`config.mk`:
```
export PLATFORM = sky130hd
export DESIGN_NAME = call_scheduler
export DESIGN_NICKNAME = d
export VERILOG_FILES = /design/src/rtl/elevator_pkg.sv /design/src/rtl/floor_select.sv /design/src/rtl/call_scheduler.sv
export SDC_FILE = /design/constraint.sdc
export NUM_CORES = 1
export LEC_CHECK = 0
export CORE_UTILIZATION = 47
export CTS_CLUSTER_SIZE = 12
export DETAILED_ROUTE_END_ITERATION = 10
export PLACE_DENSITY = 0.81
export SLEW_MARGIN = 20
export SYNTH_ARGS = -nofsm -noshare
export SYNTH_HDL_FRONTEND = slang
export SYNTH_SLANG_ARGS = --single-unit
```
`constraint.sdc`:
```
create_clock -name clk -period 2.4 [get_ports clk]
set_input_delay 0.36 -clock clk [delete_from_list [all_inputs] [get_ports clk]]
set_output_delay 0.36 -clock clk [all_outputs]
set_load 0.02 [all_outputs]
```
`src/rtl/elevator_pkg.sv`:
```
// Shared elevator definitions: floor count, floor index width and the scan direction encoding.
// Also used by car_indicator, so the location width must stay in step with FW.
package elevator_pkg;

    localparam int NFLOORS = 8;
    localparam int FW      = 3;

    typedef enum logic [1:0] {
        DIR_IDLE = 2'b00,
        DIR_UP   = 2'b01,
        DIR_DOWN = 2'b10
    } dir_e;

endpackage

```
`src/rtl/floor_select.sv`:
```
// Finds the nearest pending call at or above the car and the nearest one at or below it.
// Purely combinational masked priority encoders.
module floor_select
    import elevator_pkg::*;
#(
    parameter int NFLOORS_P = NFLOORS,
    parameter int FW_P      = FW
) (
    input  logic [NFLOORS_P-1:0] pending_i,
    input  logic [FW_P-1:0]      location_i,
    output logic [FW_P-1:0]      above_o,
    output logic                 above_hit_o,
    output logic [FW_P-1:0]      below_o,
    output logic                 below_hit_o
);

    always_comb begin
        // NOTE: every output gets a default before the loops so no latch is inferred.
        above_o     = '0;
        above_hit_o = 1'b0;
        below_o     = '0;
        below_hit_o = 1'b0;
        // Scanning downwards lets the lowest qualifying index be the last one written.
        for (int i = NFLOORS_P - 1; i >= 0; i--) begin
            if (pending_i[i] && (i >= int'(location_i))) begin
                above_o     = FW_P'(i);
                above_hit_o = 1'b1;
            end
        end
        for (int i = 0; i < NFLOORS_P; i++) begin
            if (pending_i[i] && (i <= int'(location_i))) begin
                below_o     = FW_P'(i);
                below_hit_o = 1'b1;
            end
        end
    end

endmodule

```
`src/rtl/call_scheduler.sv`:
```
// Latches floor calls as pending requests and picks the next destination with a SCAN policy.
// Pending bits double as the call lamps.
module call_scheduler
    import elevator_pkg::*;
#(
    parameter int NFLOORS_P = NFLOORS,
    parameter int FW_P      = FW
) (
    input  logic                 clk,
    input  logic                 resetn,
    input  logic                 enable,
    input  logic [NFLOORS_P-1:0] call,
    input  logic [FW_P-1:0]      location,
    input  logic                 door_open,
    output logic [NFLOORS_P-1:0] pending,
    output logic [FW_P-1:0]      dest,
    output logic                 dest_valid,
    output logic [1:0]           dir
);

    logic [NFLOORS_P-1:0] pending_q, pending_d, served;
    logic [FW_P-1:0]      dest_q, dest_d;
    logic                 valid_q, valid_d;
    dir_e                 dir_q, dir_d;

    logic [FW_P-1:0]      above, below;
    logic                 above_hit, below_hit;

    // An out-of-range location matches no bit, so nothing is served there.
    always_comb begin
        served = '0;
        for (int i = 0; i < NFLOORS_P; i++) begin
            served[i] = door_open && (int'(location) == i);
        end
    end

    // Clear beats set: a call at the open-door floor is absorbed immediately.
    assign pending_d = (pending_q | call) & ~served;

    floor_select #(
        .NFLOORS_P (NFLOORS_P),
        .FW_P      (FW_P)
    ) u_floor_select (
        .pending_i   (pending_q),
        .location_i  (location),
        .above_o     (above),
        .above_hit_o (above_hit),
        .below_o     (below),
        .below_hit_o (below_hit)
    );

    always_comb begin
        dir_d   = dir_q;
        dest_d  = dest_q;
        valid_d = valid_q;
        if (enable) begin
            unique case (dir_q)
                DIR_IDLE: begin
                    if (above_hit) begin
                        dest_d  = above;
                        valid_d = 1'b1;
                        dir_d   = (above == location) ? DIR_IDLE : DIR_UP;
                    end else if (below_hit) begin
                        dest_d  = below;
                        valid_d = 1'b1;
                        dir_d   = DIR_DOWN;
                    end else begin
                        valid_d = 1'b0;
                    end
                end
                DIR_UP: begin
                    if (above_hit) begin
                        dest_d  = above;
                        valid_d = 1'b1;
                    end else if (below_hit) begin
                        dest_d  = below;
                        valid_d = 1'b1;
                        dir_d   = DIR_DOWN;
                    end else begin
                        valid_d = 1'b0;
                        dir_d   = DIR_IDLE;
                    end
                end
                DIR_DOWN: begin
                    if (below_hit) begin
                        dest_d  = below;
                        valid_d = 1'b1;
                    end else if (above_hit) begin
                        dest_d  = above;
                        valid_d = 1'b1;
                        dir_d   = DIR_UP;
                    end else begin
                        valid_d = 1'b0;
                        dir_d   = DIR_IDLE;
                    end
                end
                default: begin
                    valid_d = 1'b0;
                    dir_d   = DIR_IDLE;
                end
            endcase
        end
    end

    always_ff @(posedge clk or negedge resetn) begin
        // NOTE: state registers use non-blocking assignments so all of them update together.
        if (!resetn) begin
            pending_q <= '0;
            dest_q    <= '0;
            valid_q   <= 1'b0;
            dir_q     <= DIR_IDLE;
        end else begin
            pending_q <= pending_d;
            dest_q    <= dest_d;
            valid_q   <= valid_d;
            dir_q     <= dir_d;
        end
    end

    assign pending    = pending_q;
    assign dest       = dest_q;
    assign dest_valid = valid_q;
    assign dir        = dir_q;

endmodule

```
==> results of run 1 <==
## sequential cells by signal, indices dropped and copies added, names as in the netlist
name and count:
dir 2, pending 8, dest_valid 1, dest 3
## cell type report
class | count | area, sq um | area share
clock buffers | 3 | 22.5 | 0.0151
inverters | 9 | 33.8 | 0.0226
multi-input cells | 87 | 639 | 0.428
flip-flops and latches | 14 | 350 | 0.235
well taps | 27 | 33.8 | 0.0226
repair buffers | 44 | 413 | 0.277
## layer usage
layer	global-route usage	vias to the layer above	part of all wire
met5	0	-	0
met4	0.0882	0	0.011
met3	0.0187	8	0.052
met2	0.413	48	0.50
met1	0.294	528	0.44
li1	-	513	-
## per-stage QoR
step	cells	TNS, ps	area, sq um
floorplan	116	0	1050
global placement	181	-246	1460
detailed placement	181	-309	1460
CTS	184	0	1490
global route	184	0	1490
finish	184	0	1490
## worst max-delay path: stages
cell and delay [ps]:
clkdlybuf4s50_1 560, buf_4 200, and4_1 210, a221oi_1 60
o32ai_2 380, mux2i_1 320, nand4b_1 140, a31o_2 250
## power by group
group | switching [W] | internal (W) | total [W] | leakage (nW)
Combinational | 0.000105 | 0.000112 | 0.000218 | 0.478
Sequential | 0.0000201 | 0.000253 | 0.000273 | 0.143
Clock | 0.0000657 | 0.0000580 | 0.000124 | 0.0138
Total | 0.000191 | 0.000423 | 0.000614 | 0.635
## worst min path at each step
| stage | from | endpoint | slack [ps] | cells after the start |
|---|---|---|---|---|
| after detailed placement | dest[1] | dest[1] | 500 | 1 |
| after global routing | resetn | pending[6] | 520 | 1 |
| after global placement | dest[1] | dest[1] | 500 | 1 |
| after floorplan | resetn | dest[0] | 60 | 0 |
| final | resetn | pending[6] | 460 | 1 |
| after CTS | resetn | pending[6] | 480 | 1 |
## repair_timing
item                                    in CTS  in global routing
endpoints found under the setup margin       0                  1
hold buffers                                 0                  0
gates resized for setup                      0                  1
endpoints found under the hold margin        0                  0
## synthesized netlist by cell type, drive strengths merged, types with 2 or more instances
master  count
o32a        3
nand4b      2
nor2b       7
nor2        7
a21oi       8
mux2i       6
dfrtp      14
nor3        2
nand2b      3
mux2        3
inv         9
nand3b      3
o21ai       6
o211ai      3
a31oi       4
nand2      10
nand3       2
clkbuf      2
buf         4
## cells by family after synthesis
group | Yosys count
AND/OR/NAND/NOR | 40
AO/OA/AOI/OAI | 37
multiplexers | 9
XOR/XNOR | 1
buffers and inverters | 15
flip-flops | 14
==> flow_metrics.env, run 1 <==
export IMPL_clock_sinks=14
export IMPL_synth_top_cell_area_share=0.333
export IMPL_grt_use_total=0.235
export IMPL_n_antenna_cell=0
export IMPL_startpoint_type="input port"
export IMPL_cp_data_arrival_time_ps=2490
export IMPL_worst_pin_slew_ps=606
export IMPL_core_sq_mm=0.00202
export IMPL_io_pins=29
export IMPL_rsz0062_at_grt="false"
export IMPL_post_cts_buffers=0
export IMPL_clock_skew_ps=7.11
export IMPL_max_cap_violations=0
export IMPL_numCtsBuffers=3
export IMPL_cp_max_fo=9
export IMPL_die_area_sq_mm=0.00243
export IMPL_drive_gt1_frac=0.204
export IMPL_clk_insertion_delay_late_ps=270
export IMPL_rows=16
export IMPL_layout_commonest_cell="clkdlybuf4s50_1"
export IMPL_period_share=0.972
export IMPL_start_util=0.520
export IMPL_vias=1097
export IMPL_power_leakage_nw=0.635
export IMPL_synth_nets=131
export IMPL_path_clk_slew_ps=80
export IMPL_first_global_vias=1009
export IMPL_synth_warnings=0
export IMPL_critPathRequiredTime_ps=2560
export IMPL_area_growth_pct=42.0
export IMPL_endpoint_kind="flip-flop"
export IMPL_r2r_start="pending[7]"
export IMPL_peakVddDrop_v=0.000394
export IMPL_drc=0
export IMPL_synth_cell_type_count=44
export IMPL_overflow=0
export IMPL_pre_cts_ws_ps=-246
export IMPL_htree_levels=1
export IMPL_setup_viol=0
export IMPL_synth_ff_type="dfrtp_1"
export IMPL_max_slew_margin=0.594
export IMPL_ys_seq_area_frac=0.333
export IMPL_power_w=0.000614
export IMPL_synth_seq_cells=14
export IMPL_maxSlewViolCount=0
export IMPL_power_density_mw_per_mm2=411
export IMPL_crit_path_end="dir[0]"
export IMPL_synth_compound_area_frac=0.262
export IMPL_die_y_um=49.3
export IMPL_die_width_um=49.3
export IMPL_routed_via_density=5.96
export IMPL_hold_class="in2async"
export IMPL_clockBufferDepth=2
export IMPL_dp_hpwl_mm=2.17
export IMPL_fmax_mhz=429
export IMPL_gp_congestion=0.893
export IMPL_nNetsFinal=174
export IMPL_setup_ws_ps=66.3
export IMPL_grt_pass1_wl_mm=4.46
export IMPL_synth_xor_area_share=0.00833
export IMPL_wire_per_inst_um=15.2
export IMPL_postSynth_asyncResetShare=1.00
export IMPL_ys_top_cells_by_area="dfrtp_1, mux2i_1, nor2b_1"
export IMPL_antenna_found_initial=0
export IMPL_status="finished, final reports clean"
export IMPL_syn_area_sq_mm=0.00105
export IMPL_first_pass_iters=4
export IMPL_portBuffers=28
export IMPL_cts_tree="done"
export IMPL_worstRegToRegCells=6
export IMPL_r2r_end="dir[0]"
export IMPL_fillers=143
export IMPL_ff2ff_setup_slack_ps=380
export IMPL_worst_setup_path_type="in2reg"
export IMPL_synth_fa_ha_area_frac=0
export IMPL_finalWorstPathRequiredPeriod_ps=2330
export IMPL_synth_top_family_by_area="compound AO/OA/AOI/OAI gates"
export IMPL_synthCells=116
export IMPL_synth_mux_area_frac=0.101
export IMPL_utilization=0.738
export IMPL_crit_start="location[1]"
export IMPL_finalHoldViolations=0
export IMPL_root_buffer="clkbuf_4"
export IMPL_yosys_area_top_type="dfrtp_1"
export IMPL_timing_hold_ws_ps=465
export IMPL_drtAntennaViolNets=0
export IMPL_layout_common_cells="clkdlybuf4s50_1, buf_4, dfrtp_1, nand2_1"
export IMPL_drt_iter0_markers=47
export IMPL_synth_edf_count=0
export IMPL_wirelength_mm=2.79
export IMPL_grt_max_degree=20
export IMPL_synth_simple_area_share=0.230
export IMPL_avgSynthCellArea_sq_um=9.06
No activity file was read; power rests on OpenSTA's default activity.
==> inputs of run 2 (changes only) <==
--- a/config.mk
+++ b/config.mk
@@ -6,7 +6,6 @@
 export NUM_CORES = 1
 export LEC_CHECK = 0
 export CORE_UTILIZATION = 47
-export CTS_CLUSTER_SIZE = 12
 export DETAILED_ROUTE_END_ITERATION = 10
 export PLACE_DENSITY = 0.81
 export SLEW_MARGIN = 20
==> results of run 2 <==
No change in the layout: final DEF, timing and power equal those of run 1.
==> edit: new RTL, flow settings as in run 2 <==
Take the reset off `pending_q` and load it in a clocked block of its own.
--- a/src/rtl/call_scheduler.sv
+++ b/src/rtl/call_scheduler.sv
@@ -107,3 +107,2 @@
         if (!resetn) begin
-            pending_q <= '0;
             dest_q    <= '0;
@@ -112,3 +111,2 @@
         end else begin
-            pending_q <= pending_d;
             dest_q    <= dest_d;
@@ -117,2 +115,6 @@
         end
+    end
+
+    always_ff @(posedge clk) begin
+        pending_q <= pending_d;
     end
Check against the original RTL: not equivalent (a bounded check fails within 4 cycles, from zero or initial values and one cycle with resetn low).
==> edit against run 2 <==
  * Synthesized area fell by 1.3%
  * Routed wire length fell by 6.0%
  * Sequential cell count did not move
  * Cell area fell by 2.8%
  * First-iteration DRC count fell by 26%
  * Via count fell by 5.4%
  * Sequential power barely moved
  * Worst setup slack improved by 150 ps
  * Total power rose by 6.2%
  * Critical endpoint is now dest[1]$_DFFE_PN0P_
==> edit: results (changes against run 2) <==
[timing] Clock Skews 2.04 ps [was 7.11 ps]
[place] Final GP Congestion 0.927 [was 0.893]
[global_route] met3 global-route usage 3.12% [was 1.87%]
[global_route] wire length of the first global-routing pass 4.67 mm [was 4.46 mm]
[global_route] met2 usage 43.3% [was 41.3%]
[global_route] pin count of the biggest net entering global routing 12 [was 20]
[pwr] Static Leakage 0.601 nW [was 0.635 nW]
[synth] syn_nets 133 [was 131]
[global_route] via count of the first global-routing pass 986 [was 1009]
[worst_setup_path] worst reg2reg path depth 7 [was 6]
[outcome] status complete, no violations [unchanged]
[synth] share of flip-flops with an asynchronous set or reset after synthesis 42.9% [was 100%]
[timing] Worst slew margin 76.6% [was 59.4%]
[pwr] switch share 30.6% [was 31.1%]
[place] HPWL after detailed placement 2.15 mm [was 2.17 mm]
[drt] Starting DRT DRC Count 35 [was 47]
[final_layout] layout cells sized above 1 19.7% [was 20.4%]
[global_route] Tot GR Track Use 25.8% [was 23.5%]
[worst_setup_path] crit path DAT 2360 ps [was 2490 ps]
[synth] largest cells by area after synthesis sky130_fd_sc_hd__dfxtp_1 15%, sky130_fd_sc_hd__dfrtp_1 14%, sky130_fd_sc_hd__mux2i_1 4.8% [was sky130_fd_sc_hd__dfrtp_1 33%, sky130_fd_sc_hd__mux2i_1 4.8%, sky130_fd_sc_hd__nor2b_1 4.2%]
[place] Buffers on Ports 28 [unchanged]
[pwr] worst supply voltage drop on vdd 0.000408 V [was 0.000394 V]
[timing] minimum setup slack in the final design 215 ps [was 66.3 ps]
[synth] part of the Yosys area used for sequential elements 29.9% [was 33.3%]
[synth] most instantiated flip-flop cell in the synthesis netlist sky130_fd_sc_hd__dfxtp_1 [was sky130_fd_sc_hd__dfrtp_1]
[place] dpl ws -89.3 ps [was -246 ps]
[global_route] GR Util met1 33.4% [was 29.4%]
[drt] wire length reported by the detailed router 2.63 mm [was 2.79 mm]
[final_layout] fill count 164 [was 143]
[worst_setup_path] maximum net fanout on the critical path 8 [was 9]
[clocking] clock latency on the worst-skew pair 290 ps [was 270 ps]
[synth] most common library cells after synthesis 10 x sky130_fd_sc_hd__nand2_1, 9 x sky130_fd_sc_hd__a21oi_1, 8 x sky130_fd_sc_hd__dfxtp_1, 8 x sky130_fd_sc_hd__inv_1, 8 x sky130_fd_sc_hd__nor2_1 [was 14 x sky130_fd_sc_hd__dfrtp_1, 10 x sky130_fd_sc_hd__nand2_1, 8 x sky130_fd_sc_hd__a21oi_1, 8 x sky130_fd_sc_hd__inv_1]
[clocking] Clock Tree Root sky130_fd_sc_hd__clkbuf_4 [unchanged]
[synth] count of cell types in the netlist 48 [was 44]
[worst_setup_path] Reg2Reg Setup Slack 490 ps [was 380 ps]
edit: changes by cell type in the layout (fill, tap and decap cells not counted), moves of 2 or more:
| cell | before | now |
|---|---|---|
| sky130_fd_sc_hd__dfxtp_1 | 0 | 8 |
| sky130_fd_sc_hd__buf_4 | 15 | 13 |
| sky130_fd_sc_hd__dfrtp_1 | 14 | 6 |
| sky130_fd_sc_hd__nor2b_1 | 7 | 5 |
edit: area by class of cell:
class                   instances  area share [%]
multi-input cells              89            45.4
repair buffers                 41            26.1
flip-flops and latches         14            21.4
clock buffers                   4            2.50
inverters                       9            2.33
well taps                      27            2.33
edit: routing by layer:
metal / wire length [um] / vias up
li1: - / 515
met1: 1150 / 476
met2: 1290 / 42
met3: 149 / 5
met4: 36 / 0
met5: 0 / -
edit: kinds of logic after synthesis:
kind of cell	after synthesis	synth area share, %
xor gates and xnor gates	1	0.845
AOI/OAI and AO/OA	39	29.1
muxes	9	10.3
DFF	14	29.9
buffers and inverters	15	6.63
and+or+nand+nor	40	23.3
edit: per-stage QoR:
step / hold slack, ps / total power (W) / cell area (sq um) / setup TNS [ps] / std cells
floorplan: 64.4 / 0.000389 / 1040 / 0 / 118
global placement: 491 / 0.000479 / 1410 / -59.4 / 180
detailed placement: 513 / 0.000486 / 1410 / -177 / 180
CTS: 316 / 0.000656 / 1450 / 0 / 184
global route: 337 / 0.000684 / 1450 / 0 / 184
finish: 311 / 0.000652 / 1450 / 0 / 184
edit: power groups by stage:
stage                     clock [W]  combinational (W)  sequential, W
final                      0.000171           0.000209       0.000272
after global routing       0.000181           0.000227       0.000276
after CTS                  0.000175           0.000210       0.000272
after detailed placement          0           0.000209       0.000277
after global placement            0           0.000204       0.000275
after floorplan                   0          0.0000956       0.000293
edit: worst max-delay path: cells and delay by family:
kind	cells	cell delay (ps)
AO/OA/AOI/OAI	2	640
buffers and inverters	2	740
multiplexers	1	370
AND/OR/NAND/NOR	2	250
edit: worst max path at each step:
stage,from,cells after the start,endpoint
floorplan,location[1],7,dest[0]$_DFFE_PN0P_
global placement,location[1],7,dest[1]$_DFFE_PN0P_
detailed placement,location[1],7,dest[1]$_DFFE_PN0P_
CTS,location[1],7,dest[1]$_DFFE_PN0P_
global route,location[1],8,dest[1]$_DFFE_PN0P_
finish,location[1],7,dest[1]$_DFFE_PN0P_
